$ cat config.mk
export PLATFORM = sky130hd
export DESIGN_NAME = frame_block_reader
export DESIGN_NICKNAME = d
export VERILOG_FILES = /design/src/rtl/frame_block_reader.sv
export SDC_FILE = /design/constraint.sdc
export NUM_CORES = 1
export LEC_CHECK = 0
export BUFFER_PORTS_ARGS = -buffer_cell sky130_fd_sc_hd__buf_2
export CAP_MARGIN = 20
export CORE_ASPECT_RATIO = 0.5
export CORE_MARGIN = 10
export CORE_UTILIZATION = 40
export CTS_BUF_LIST = sky130_fd_sc_hd__clkbuf_4 sky130_fd_sc_hd__clkbuf_8
export DETAILED_ROUTE_END_ITERATION = 16
export PLACE_DENSITY_LB_ADDON = 0.1
export SLEW_MARGIN = 20
export SYNTH_ARGS = -nofsm -noshare
export SYNTH_HDL_FRONTEND = slang
export SYNTH_SLANG_ARGS = --single-unit
$ cat constraint.sdc
create_clock -name mem_clk -period 3.6 [get_ports mem_clk]
set_input_delay 0 -clock mem_clk [delete_from_list [all_inputs] [get_ports mem_clk]]
set_output_delay 0 -clock mem_clk [all_outputs]
set_load 0.005 [all_outputs]
$ cat src/rtl/frame_block_reader.sv
// Walks FRAME_COUNT frame buffers block by block, issuing burst reads and handing
// each buffered block to a slow consumer under a blk_start/blk_done handshake.
module frame_block_reader #(
  parameter int unsigned MEM_DATA_BITS    = 32,
  parameter int unsigned ADDR_BITS        = 23,
  parameter int unsigned BURST_BITS       = 10,
  parameter int unsigned BURST_SIZE       = 128,
  parameter int unsigned BURSTS_PER_BLOCK = 2,
  parameter int unsigned BLOCKS_PER_FRAME = 1280,
  parameter int unsigned FRAME_COUNT      = 3,
  parameter int unsigned FRAME_STRIDE     = 2073600,
  localparam int unsigned FRAME_IDX_BITS  = (FRAME_COUNT > 1) ? $clog2(FRAME_COUNT) : 1
) (
  input  logic                      mem_clk,
  input  logic                      rst,
  input  logic                      frames_ready,
  input  logic                      loop_en,
  output logic                      rd_burst_req,
  output logic [BURST_BITS-1:0]     rd_burst_len,
  output logic [ADDR_BITS-1:0]      rd_burst_addr,
  input  logic                      rd_burst_data_valid,
  input  logic [MEM_DATA_BITS-1:0]  rd_burst_data,
  input  logic                      rd_burst_finish,
  output logic                      blk_data_valid,
  output logic [MEM_DATA_BITS-1:0]  blk_data,
  output logic                      blk_start,
  input  logic                      blk_done,
  output logic [FRAME_IDX_BITS-1:0] frame_idx,
  output logic                      frame_done,
  output logic                      pass_done
);

  localparam int unsigned BURST_CNT_BITS = (BURSTS_PER_BLOCK > 1) ? $clog2(BURSTS_PER_BLOCK) : 1;
  localparam int unsigned BLOCK_CNT_BITS = (BLOCKS_PER_FRAME > 1) ? $clog2(BLOCKS_PER_FRAME) : 1;

  localparam logic [BURST_CNT_BITS-1:0] LAST_BURST = BURST_CNT_BITS'(BURSTS_PER_BLOCK - 1);
  localparam logic [BLOCK_CNT_BITS-1:0] LAST_BLOCK = BLOCK_CNT_BITS'(BLOCKS_PER_FRAME - 1);
  localparam logic [FRAME_IDX_BITS-1:0] LAST_FRAME = FRAME_IDX_BITS'(FRAME_COUNT - 1);
  localparam logic [ADDR_BITS-1:0]      BURST_STEP = ADDR_BITS'(BURST_SIZE);
  localparam logic [ADDR_BITS-1:0]      FRAME_STEP = ADDR_BITS'(FRAME_STRIDE);

  typedef enum logic [1:0] {StIdle, StReq, StWaitBurst, StWaitConsumer} state_t;

  state_t                    state_q, state_d;
  logic [BURST_CNT_BITS-1:0] burst_cnt_q, burst_cnt_d;
  logic [BLOCK_CNT_BITS-1:0] block_cnt_q, block_cnt_d;
  logic [FRAME_IDX_BITS-1:0] frame_idx_q, frame_idx_d;
  logic [ADDR_BITS-1:0]      addr_q, addr_d;
  logic [ADDR_BITS-1:0]      frame_base_q, frame_base_d;
  logic                      req_q, req_d;
  logic                      blk_start_q, blk_start_d;
  logic                      frame_done_q, frame_done_d;
  logic                      pass_done_q, pass_done_d;
  logic                      blk_data_valid_q;
  logic [MEM_DATA_BITS-1:0]  blk_data_q;

  always_comb begin
    state_d      = state_q;
    burst_cnt_d  = burst_cnt_q;
    block_cnt_d  = block_cnt_q;
    frame_idx_d  = frame_idx_q;
    addr_d       = addr_q;
    frame_base_d = frame_base_q;
    req_d        = req_q;
    blk_start_d  = blk_start_q;
    frame_done_d = 1'b0;
    pass_done_d  = 1'b0;

    unique case (state_q)
      StIdle: begin
        if (frames_ready) begin
          state_d      = StReq;
          req_d        = 1'b1;
          burst_cnt_d  = '0;
          block_cnt_d  = '0;
          frame_idx_d  = '0;
          addr_d       = '0;
          frame_base_d = '0;
        end
      end
      StReq, StWaitBurst: begin
        // A finish with no preceding valid still completes the burst.
        if (rd_burst_finish) begin
          if (burst_cnt_q != LAST_BURST) begin
            burst_cnt_d = burst_cnt_q + 1'b1;
            addr_d      = addr_q + BURST_STEP;
            req_d       = 1'b1;
            state_d     = StReq;
          end else begin
            burst_cnt_d = '0;
            req_d       = 1'b0;
            blk_start_d = 1'b1;
            state_d     = StWaitConsumer;
          end
        end else if (state_q == StReq && rd_burst_data_valid) begin
          req_d   = 1'b0;
          state_d = StWaitBurst;
        end
      end
      StWaitConsumer: begin
        if (blk_done) begin
          blk_start_d = 1'b0;
          if (block_cnt_q != LAST_BLOCK) begin
            block_cnt_d = block_cnt_q + 1'b1;
            addr_d      = addr_q + BURST_STEP;
            req_d       = 1'b1;
            state_d     = StReq;
          end else begin
            frame_done_d = 1'b1;
            block_cnt_d  = '0;
            if (frame_idx_q != LAST_FRAME) begin
              frame_idx_d  = frame_idx_q + 1'b1;
              frame_base_d = frame_base_q + FRAME_STEP;
              addr_d       = frame_base_q + FRAME_STEP;
              req_d        = 1'b1;
              state_d      = StReq;
            end else begin
              pass_done_d  = 1'b1;
              frame_idx_d  = '0;
              frame_base_d = '0;
              addr_d       = '0;
              req_d        = loop_en;
              state_d      = loop_en ? StReq : StIdle;
            end
          end
        end
      end
      default: state_d = StIdle;
    endcase
  end

  always_ff @(posedge mem_clk or posedge rst) begin
    if (rst) begin
      state_q          <= StIdle;
      burst_cnt_q      <= '0;
      block_cnt_q      <= '0;
      frame_idx_q      <= '0;
      addr_q           <= '0;
      frame_base_q     <= '0;
      req_q            <= 1'b0;
      blk_start_q      <= 1'b0;
      frame_done_q     <= 1'b0;
      pass_done_q      <= 1'b0;
      blk_data_valid_q <= 1'b0;
      blk_data_q       <= '0;
    end else begin
      state_q          <= state_d;
      burst_cnt_q      <= burst_cnt_d;
      block_cnt_q      <= block_cnt_d;
      frame_idx_q      <= frame_idx_d;
      addr_q           <= addr_d;
      frame_base_q     <= frame_base_d;
      req_q            <= req_d;
      blk_start_q      <= blk_start_d;
      frame_done_q     <= frame_done_d;
      pass_done_q      <= pass_done_d;
      blk_data_valid_q <= rd_burst_data_valid;
      blk_data_q       <= rd_burst_data;
    end
  end

  assign rd_burst_req   = req_q;
  assign rd_burst_len   = BURST_BITS'(BURST_SIZE);
  assign rd_burst_addr  = addr_q;
  assign blk_data_valid = blk_data_valid_q;
  assign blk_data       = blk_data_q;
  assign blk_start      = blk_start_q;
  assign frame_idx      = frame_idx_q;
  assign frame_done     = frame_done_q;
  assign pass_done      = pass_done_q;

endmodule

==> flow_summary.yaml, run 1 <==
route:
  routed.top_layer: "met4"
  wl_met2_mm: 5.25
  avgViaCountPerCell: 5.18
  num_vias: 3698
  drtPass1Iterations: 5
  wl_per_cell_um: 18.0
  wl_met3_mm: 1.37
  wl_met1_mm: 6.08
  routed_wl_mm: 12.8
  ant_nets: 0
  drtIter0Drc: 231
  drc: 0
cts:
  h-tree-depth: 3
  clock_path_buffers: 2
  cts_buffers: 9
  clkSlewWorstSetupHoldPaths_ns: 0.10
  cts_setup_buffers: 0
  clkLatencyLatePin_ns: 0.38
  cts_sinks: 99
  cts_tree: "built"
  cts-root-buf: "clkbuf_8"
floorplan:
  rows: 27
  die_area_um2: 16300
  die_w_um: 171
  start_util_pct: 41.2
  io_pins: 111
  coreArea_um2: 11000
  die_y_um: 95.4
placed_design:
  dp.cells: 663
  gp_congestion: 0.864
  hpwl_mm: 9.15
  portBuffers: 100
timing:
  tns_ns: 0
  fmax_ghz: 0.373
  min_period_ns: 2.68
  fin_crit_sh_pct: 74.6
  setup_viol: 0
  maxSlewHeadroom_pct: 42.4
  max_slew.worst_pin.slew_ns: 0.864
  grt_setup_unrepaired: "false"
  skew_ns: 0.0116
  drv_slew: 0
  hold_violations: 0
power_and_ir_drop:
  pwr_density_cell_nw_per_um2: 531
  power_uw: 3030
  leakage_uw: 0.00267
  ir_drop_mv: 0.275
yosys:
  yosysWarnings: 0
  synth_area_um2: 4550
  synth_seq_cells: 99
  ys_types: 63
  async_reset_ff_share_pct: 100
  synth_edf_count: 0
  ys_seq_area_share_pct: 54.4
  synth_cells: 428
  avgSynthCellArea_um2: 10.6
  ys.flop_type: "dfrtp_1"
critical_path:
  crit_chain: "ha_1 > nand2b_1 > o211ai_1 > nor2_2 > nand2_1 > and2_1"
  worstSetupStartpointType: "flop"
  cp-end-kind: "flop"
  crit_type: "flop to flop"
  crit_family: "simple AND/OR/NAND/NOR gates"
  cp.required_ns: 3.87
  critPathArrivalTime_ns: 2.96
  critPathSlowestCell: "nor2_2"
  max_stage_delay_ns: 0.51
  path_buf_inv: 0
  cp_max_fo: 17
  regToRegSetupSlack_ns: 0.92
final_layout:
  final_cells: 714
  finish.utilization_pct: 51.7
  drive_gt1_share_pct: 24.4
  final_common_cell: "buf_2"
  final_cell_mix: "100 x buf_2, 99 x dfrtp_1, 36 x dlygate4sd3_1, 35 x nand2_1, 33 x o21ai_0"
  fin_nets: 610
  nFillCells: 1000
  syn_to_final_growth_pct: 25.4
  antennaDiodeCount: 0
flow_run:
  drv_cap: 0
outcome:
  outcome: "completed"
global_route:
  track_usage_pct: 15.8
  grt_pass1_vias: 3688
  grt_start_max_net_pins: 73
  grt_overflow: 0
  grt_pass1_wl_mm: 20.4
  antenna_found_initial: 0
hold_path:
  hp-class: "primary input to flop"
final timing paths:
path | to | depth (start not counted) | start
min in group asynchronous | blk_data[3]$_DFF_PP0_ | 3 | rst
max | frame_base_q[0]$_DFFE_PP0P_ | 6 | state_q[0]$_DFFE_PP0P_
min | state_q[0]$_DFFE_PP0P_ | 4 | loop_en
min reg2reg | rd_burst_addr[0]$_DFFE_PP0P_ | 1 | frame_base_q[0]$_DFFE_PP0P_
max reg2reg | frame_base_q[0]$_DFFE_PP0P_ | 6 | state_q[0]$_DFFE_PP0P_
max in group asynchronous | frame_base_q[11]$_DFFE_PP0P_ | 4 | rst
registers in the layout (all words and copies together) (netlist names):
signal and count:
blk_data 32, blk_data_valid 1, blk_start 1, block_cnt_q 11
burst_cnt_q 1, frame_base_q 23, frame_done 1, frame_idx 2
pass_done 1, rd_burst_addr 23, rd_burst_req 1, state_q 2
layer usage:
| metal | vias up | global-route usage (%) |
|---|---|---|
| met5 | - | 0 |
| met4 | 0 | 4.82 |
| met3 | 13 | 7.25 |
| met2 | 143 | 22.4 |
| met1 | 1733 | 21.3 |
| li1 | 1809 | - |
per-stage QoR:
step                setup slack, ns  hold slack, ns  instance area [um2]
finish                        0.916          0.0686                 5710
CTS                           0.895          0.0410                 5710
global route                  0.722          0.0641                 5710
detailed placement            0.907           0.109                 5170
floorplan                      1.01          0.0314                 4580
global placement               1.07           0.108                 5170
synth_stat cells (7+ instances only):
| cell | n | area, um2 |
|---|---|---|
| a21oi_1 | 13 | 65.1 |
| a22o_1 | 8 | 70.1 |
| and2_1 | 12 | 75.1 |
| buf_4 | 10 | 75.1 |
| clkbuf_1 | 8 | 30.0 |
| dfrtp_1 | 99 | 2480 |
| inv_1 | 22 | 82.6 |
| nand2_1 | 35 | 131 |
| nand3_1 | 10 | 50.1 |
| nand4_1 | 9 | 56.3 |
| nor2_1 | 19 | 71.3 |
| nor2b_1 | 7 | 43.8 |
| nor4_1 | 12 | 75.1 |
| o211ai_1 | 7 | 52.6 |
| o21ai_0 | 33 | 165 |
| o31ai_1 | 8 | 60.1 |
| xnor2_1 | 10 | 87.6 |
| xor2_1 | 7 | 61.3 |
power by group:
group	internal (uW)	switching, uW
clock	268	420
sequential	1200	72.9
combinational	351	723
total	1810	1220
worst min-delay path, delay by kind of cell:
family	cells	cell delay, ns
AOI/OAI and AO/OA	2	0.21
buffers and inverters	1	0.08
and+or+nand+nor	1	0.12
logic make-up (layout without fill, tap and decap cells):
logic type	count (synthesis)	count (layout)	synth area share [%]
simple gates	137	137	16.8
compound gates	121	121	18.8
flops	99	99	54.4
buf+inv	46	179	4.92
xor+xnor	17	17	3.27
fa+ha+maj	6	6	1.65
other cells	2	10	0.165
cell type report:
| type | count | area (um2) | area share [%] |
|---|---|---|---|
| Timing Repair Buffer | 142 | 906 | 15.9 |
| Clock buffer | 10 | 131 | 2.30 |
| Inverter | 22 | 85.1 | 1.49 |
| Multi-Input combinational cell | 291 | 1880 | 33.0 |
| Clock inverter | 5 | 45.0 | 0.789 |
| Sequential cell | 99 | 2480 | 43.4 |
| Tap cell | 145 | 181 | 3.18 |
timing repair:
action	in CTS	in global routing
endpoints found under the hold margin	106	0
setup endpoints to repair	0	0
resized for setup	0	0
hold buffers	36	0
(Power assumes the default switching activity.)
==> inputs of run 2 (changes only) <==
ABC_AREA = 1   (was not set)
clock period = 2.35 ns   (was 3.6 ns; I/O delays follow)
==> run 2 against run 1 <==
  * Worst hold slack worse by 0.048 ns
  * Highest routed layer unchanged
  * First-iteration DRC count shrank 10%
  * Clock skew fell by 0.0015 ns
  * Largest cell class unchanged
  * Power grew 53%
  * Die area up 1.8%
==> flow_summary.yaml, run 2 <==
timing:
  fmax_ghz: 0.490
  fin_crit_sh_pct: 86.8
  maxSlewHeadroom_pct: 65.2
  drv_slew: 0
  tns_ns: 0
  max_slew.worst_pin.slew_ns: 0.521
  skew_ns: 0.0101
  grt_setup_unrepaired: "false"
  hold_violations: 0
  min_period_ns: 2.04
  setup_viol: 0
global_route:
  grt_pass1_wl_mm: 20.3
  track_usage_pct: 15.6
  antenna_found_initial: 0
  grt_start_max_net_pins: 100
  grt_overflow: 0
  grt_pass1_vias: 3847
route:
  drtPass1Iterations: 4
  drtIter0Drc: 208
  ant_nets: 0
  num_vias: 3882
  wl_per_cell_um: 15.1
  avgViaCountPerCell: 4.68
  drc: 0
  routed_wl_mm: 12.5
critical_path:
  max_stage_delay_ns: 0.39
  path_buf_inv: 4
  crit_type: "flop to flop"
  critPathArrivalTime_ns: 2.30
  cp.required_ns: 2.61
  cp-end-kind: "flop"
  cp_max_fo: 12
  worstSetupStartpointType: "flop"
  crit_family: "buffers and inverters"
  crit_chain: "inv_1 > ha_1 > inv_1 > a21oi_1 > nor2_4 > inv_2 > nor2_4 > buf_12 > nand2_1 > o21ai_0"
  critPathSlowestCell: "dfrtp_1"
final_layout:
  fin_nets: 710
  final_cells: 829
  drive_gt1_share_pct: 22.8
  nFillCells: 1050
  largest_register_ff_count: 32
  antennaDiodeCount: 0
  finish.utilization_pct: 52.3
  final_common_cell: "nand2_1"
  syn_to_final_growth_pct: 25.7
  final_cell_mix: "114 x nand2_1, 100 x buf_2, 99 x dfrtp_1, 62 x inv_1, 50 x nor2_1"
yosys:
  yosys.area.top_type: "dfrtp_1"
  synth_cells: 523
  ys_types: 43
  synthTopCellsByArea: "dfrtp_1 53%, nand2_1 9.2%, inv_1 5.1%"
  yosys-top-cells-count: "114 x nand2_1, 99 x dfrtp_1, 63 x inv_1"
  synth_area_um2: 4650
  synth_seq_cells: 99
  synth_top_area_share_pct: 53.3
  yosysWarnings: 0
  ys_seq_area_share_pct: 53.3
  synth_edf_count: 0
  async_reset_ff_share_pct: 100
  yosysMostFrequentCell: "nand2_1"
  avgSynthCellArea_um2: 8.89
  ys.flop_type: "dfrtp_1"
floorplan:
  rows: 27
  io_pins: 111
  start_util_pct: 41.6
  die_area_um2: 16600
  die_w_um: 172
  die_y_um: 96.2
  coreArea_um2: 11200
power_and_ir_drop:
  ir_drop_mv: 0.384
  leakage_uw: 0.00296
  pwr_density_cell_nw_per_um2: 792
placed_design:
  portBuffers: 100
  hpwl_mm: 8.83
  dp.cells: 774
  gp_congestion: 0.868
cts:
  clock_path_buffers: 2
  cts_sinks: 99
  cts-root-buf: "clkbuf_8"
  cts_buffers: 9
  clkSlewWorstSetupHoldPaths_ns: 0.10
  clkLatencyLatePin_ns: 0.37
  cts_tree: "built"
  h-tree-depth: 3
flow_run:
  drv_cap: 0
hold_path:
  hp-class: "primary input to flop"
outcome:
  outcome: "completed"
## run 2: cell count changes in the layout (fill, tap and decap cells not counted), sizes merged, moves of 7 or more
cell / previous run / this run
o21ai: 39 / 50
o211ai: 8 / 1
a22o: 8 / 1
nor2b: 7 / 0
and2: 12 / 0
o31ai: 10 / 2
inv: 26 / 74
nor4: 13 / 0
nand3: 10 / 38
nor2: 20 / 60
xnor2: 10 / 0
nand2: 37 / 120
## run 2: layout make-up
class	count	area [um2]	area share, %
sequential	99	2480	42.4
tap	159	199	3.40
timing repair buffer	142	933	16.0
clock inverter	6	60.1	1.03
multi-input combinational	344	1780	30.5
clock buffer	10	131	2.25
inverter	69	265	4.54
## run 2: cell families (layout without fill, tap and decap cells)
family          Yosys count  in the layout  synth area share [%]
other cells               2             10                 0.161
simple gates            239            239                  24.1
compound gates           80             80                  10.1
xor+xnor                  9              9                  1.70
fa+ha+maj                 6              6                  1.61
buf+inv                  88            227                  9.07
flops                    99             99                  53.3
## run 2: worst reg2reg max path: stages, from the launching register on
cell	delay, ns
dfrtp_1	0.39
inv_1	0.07
ha_1	0.36
inv_1	0.14
a21oi_1	0.30
nor2_4	0.09
inv_2	0.22
nor2_4	0.10
buf_12	0.15
nand2_1	0.06
o21ai_0	0.08
## run 2: worst paths after layout
path,startpoint,to,slack [ns],depth (start not counted)
worst max register to register,state_q[0]$_DFFE_PP0P_,rd_burst_addr[19]$_DFFE_PP0P_,0.31,10
max in group asynchronous,rst,rd_burst_addr[15]$_DFFE_PP0P_,1.64,4
worst min-delay path,rd_burst_finish,rd_burst_req$_DFFE_PP0P_,0.02,3
min in group asynchronous,rst,blk_data[9]$_DFF_PP0_,0.31,4
worst min register to register,frame_base_q[5]$_DFFE_PP0P_,frame_base_q[5]$_DFFE_PP0P_,0.50,2
worst max-delay path,state_q[0]$_DFFE_PP0P_,rd_burst_addr[19]$_DFFE_PP0P_,0.31,10
## run 2: stage by stage
stage | power (uW) | setup slack (ns) | instance area [um2] | hold slack [ns]
floorplan | 3130 | 0.680 | 4680 | 0.0314
global placement | 3450 | 0.269 | 5260 | 0.108
detailed placement | 3440 | 0.223 | 5260 | 0.109
CTS | 4600 | 0.203 | 5820 | 0.00892
global route | 4960 | 0.139 | 5850 | 0.0427
finish | 4630 | 0.310 | 5850 | 0.0202
## run 2: repair_timing
| action | CTS | global route |
|---|---|---|
| endpoints found under the hold margin | 136 | 0 |
| hold buffers | 37 | 0 |
| buffers inserted | 0 | 2 |
| endpoints found under the setup margin | 0 | 1 |
| gates resized for setup | 0 | 0 |
## run 2: report_power, final
part / internal [uW] / switching (uW) / leakage, uW
Clock: 432 / 672 / 0.000101
Sequential: 1820 / 88.3 / 0.00129
Combinational: 510 / 1110 / 0.00157
## run 2: per-layer routing
layer	part of all wire, %	up-vias	GRT usage [%]
li1	-	1953	-
met1	45	1810	19.0
met2	44	113	24.3
met3	11	6	8.04
met5	0	-	0
met4	0.69	0	3.49
==> inputs of run 3 (changes only) <==
CORE_UTILIZATION = 35   (was 40)
==> run 3 against run 2 <==
  * Clock skew down 0.0014 ns
  * Non-clock buffer count up 3
  * Register-to-register slack worse by 0.05 ns
  * Clock power about the same
  * Critical path type unchanged
  * Largest power group unchanged
==> flow_summary.yaml, run 3 (same netlist as run 2, synthesis figures left out) <==
critical_path:
  critPathLaunch: "state_q[0]$_DFFE_PP0P_"
  crit_family: "buffers and inverters"
  regToRegSetupSlack_ns: 0.26
  cp-end-kind: "flop"
  ff2ff_path_depth: 10
  timing.rr.start: "state_q[0]$_DFFE_PP0P_"
  worst-path-stages: 10
  worstSetupStartpointType: "flop"
  endpoint: "rd_burst_addr[14]$_DFFE_PP0P_"
  max_stage_delay_ns: 0.39
  critPathArrivalTime_ns: 2.37
  cp.required_ns: 2.62
  crit_chain: "inv_1 > ha_1 > inv_1 > a21oi_1 > nor2_4 > inv_2 > nor2_4 > buf_4 > nand2_1 > o21ai_0"
  cp_max_fo: 12
  regToRegEndpoint: "rd_burst_addr[14]$_DFFE_PP0P_"
  crit_type: "flop to flop"
  path_buf_inv: 4
  critPathSlowestCell: "dfrtp_1"
power_and_ir_drop:
  leakage_uw: 0.00297
  ir_drop_mv: 0.357
  pwr_density_cell_nw_per_um2: 787
floorplan:
  die_area_um2: 18600
  die_y_um: 102
  coreArea_um2: 12800
  io_pins: 111
  die_w_um: 183
  rows: 29
  start_util_pct: 36.2
global_route:
  grt_pass1_wl_mm: 21.0
  grt_overflow: 0
  grt_pass1_vias: 4041
  grt_start_max_net_pins: 55
  track_usage_pct: 14.1
  antenna_found_initial: 0
cts:
  clkLatencyLatePin_ns: 0.38
  clock_path_buffers: 2
  cts_sinks: 99
  h-tree-depth: 3
  cts_tree: "built"
  cts.repair.resized: 0
  clkSlewWorstSetupHoldPaths_ns: 0.11
  cts-root-buf: "clkbuf_8"
  cts_buffers: 9
placed_design:
  gp_congestion: 0.774
  hpwl_mm: 9.24
  portBuffers: 100
timing:
  tns_ns: 0
  skew_ns: 0.00877
  fmax_ghz: 0.478
  fin_crit_sh_pct: 89.1
  min_period_ns: 2.09
  drv_slew: 0
  setup_viol: 0
  grt_setup_unrepaired: "false"
  hold_violations: 0
outcome:
  outcome: "completed"
final_layout:
  final_common_cell: "nand2_1"
  drive_gt1_share_pct: 23.2
  antennaDiodeCount: 0
  largest_register_ff_count: 32
  final_cell_mix: "114 x nand2_1, 100 x buf_2, 99 x dfrtp_1, 62 x inv_1, 50 x nor2_1"
  fin_nets: 713
  finish.utilization_pct: 45.7
  syn_to_final_growth_pct: 26.3
route:
  routed_wl_mm: 12.6
  drtIter0Drc: 193
  drc: 0
  ant_nets: 0
  num_vias: 3929
  avgViaCountPerCell: 4.66
  wl_per_cell_um: 15.0
  drtPass1Iterations: 6
flow_run:
  drv_cap: 0
hold_path:
  hp-class: "primary input to flop"
  hold_start: "loop_en"
[run 3: worst min-delay path by stage]
stage / endpoint / slack, ns / cells after the start
after CTS: rd_burst_req$_DFFE_PP0P_ / 0.02 / 3
after detailed placement: blk_data[0]$_DFF_PP0_ / -0.04 / 2
after global placement: blk_data[0]$_DFF_PP0_ / -0.04 / 2
after global routing: rd_burst_req$_DFFE_PP0P_ / 0.02 / 3
final: rd_burst_req$_DFFE_PP0P_ / 0.01 / 3
after floorplan: blk_data[0]$_DFF_PP0_ / 0.03 / 0
[run 3: where the power goes]
part           total [uW]  internal, uW  switching (uW)
registers            1900          1820            79.0
clock network        1090           413             679
logic                1630           489            1140
total                4620          2730            1900
[run 3: repair_timing]
item	4_1_cts	5_1_grt
hold endpoints to repair	136	0
buffers inserted	0	2
hold buffers	37	0
endpoints found under the setup margin	0	1
[run 3: stage by stage]
stage	setup slack, ns	hold WS [ns]	total power [uW]	instance area (um2)	instances
floorplan	0.680	0.0314	3130	4680	531
global placement	0.225	-0.0439	3480	5300	788
detailed placement	0.150	-0.0435	3480	5300	788
CTS	0.116	0.0153	4650	5860	841
global route	0.107	0.0236	4970	5870	843
finish	0.256	0.0104	4620	5870	843
[run 3: area by class of cell]
cell class,count,area (um2)
fill,1270,6970
sequential,99,2480
multi-input combinational,344,1780
timing repair buffer,145,943
inverter,69,265
tap,170,213
clock buffer,9,124
clock inverter,7,67.6
[run 3: metal layers]
| layer | up-vias | global-route usage, % | part of all wire [%] |
|---|---|---|---|
| met5 | - | 0 | 0 |
| met4 | 0 | 4.13 | 1.1 |
| met3 | 11 | 6.68 | 11 |
| met2 | 125 | 20.4 | 42 |
| met1 | 1833 | 18.4 | 45 |
| li1 | 1960 | - | - |
[run 3: worst min-delay path: cells and delay by family]
kind,cells,cell delay (ns)
buf+inv,1,0.09
compound gates,2,0.25
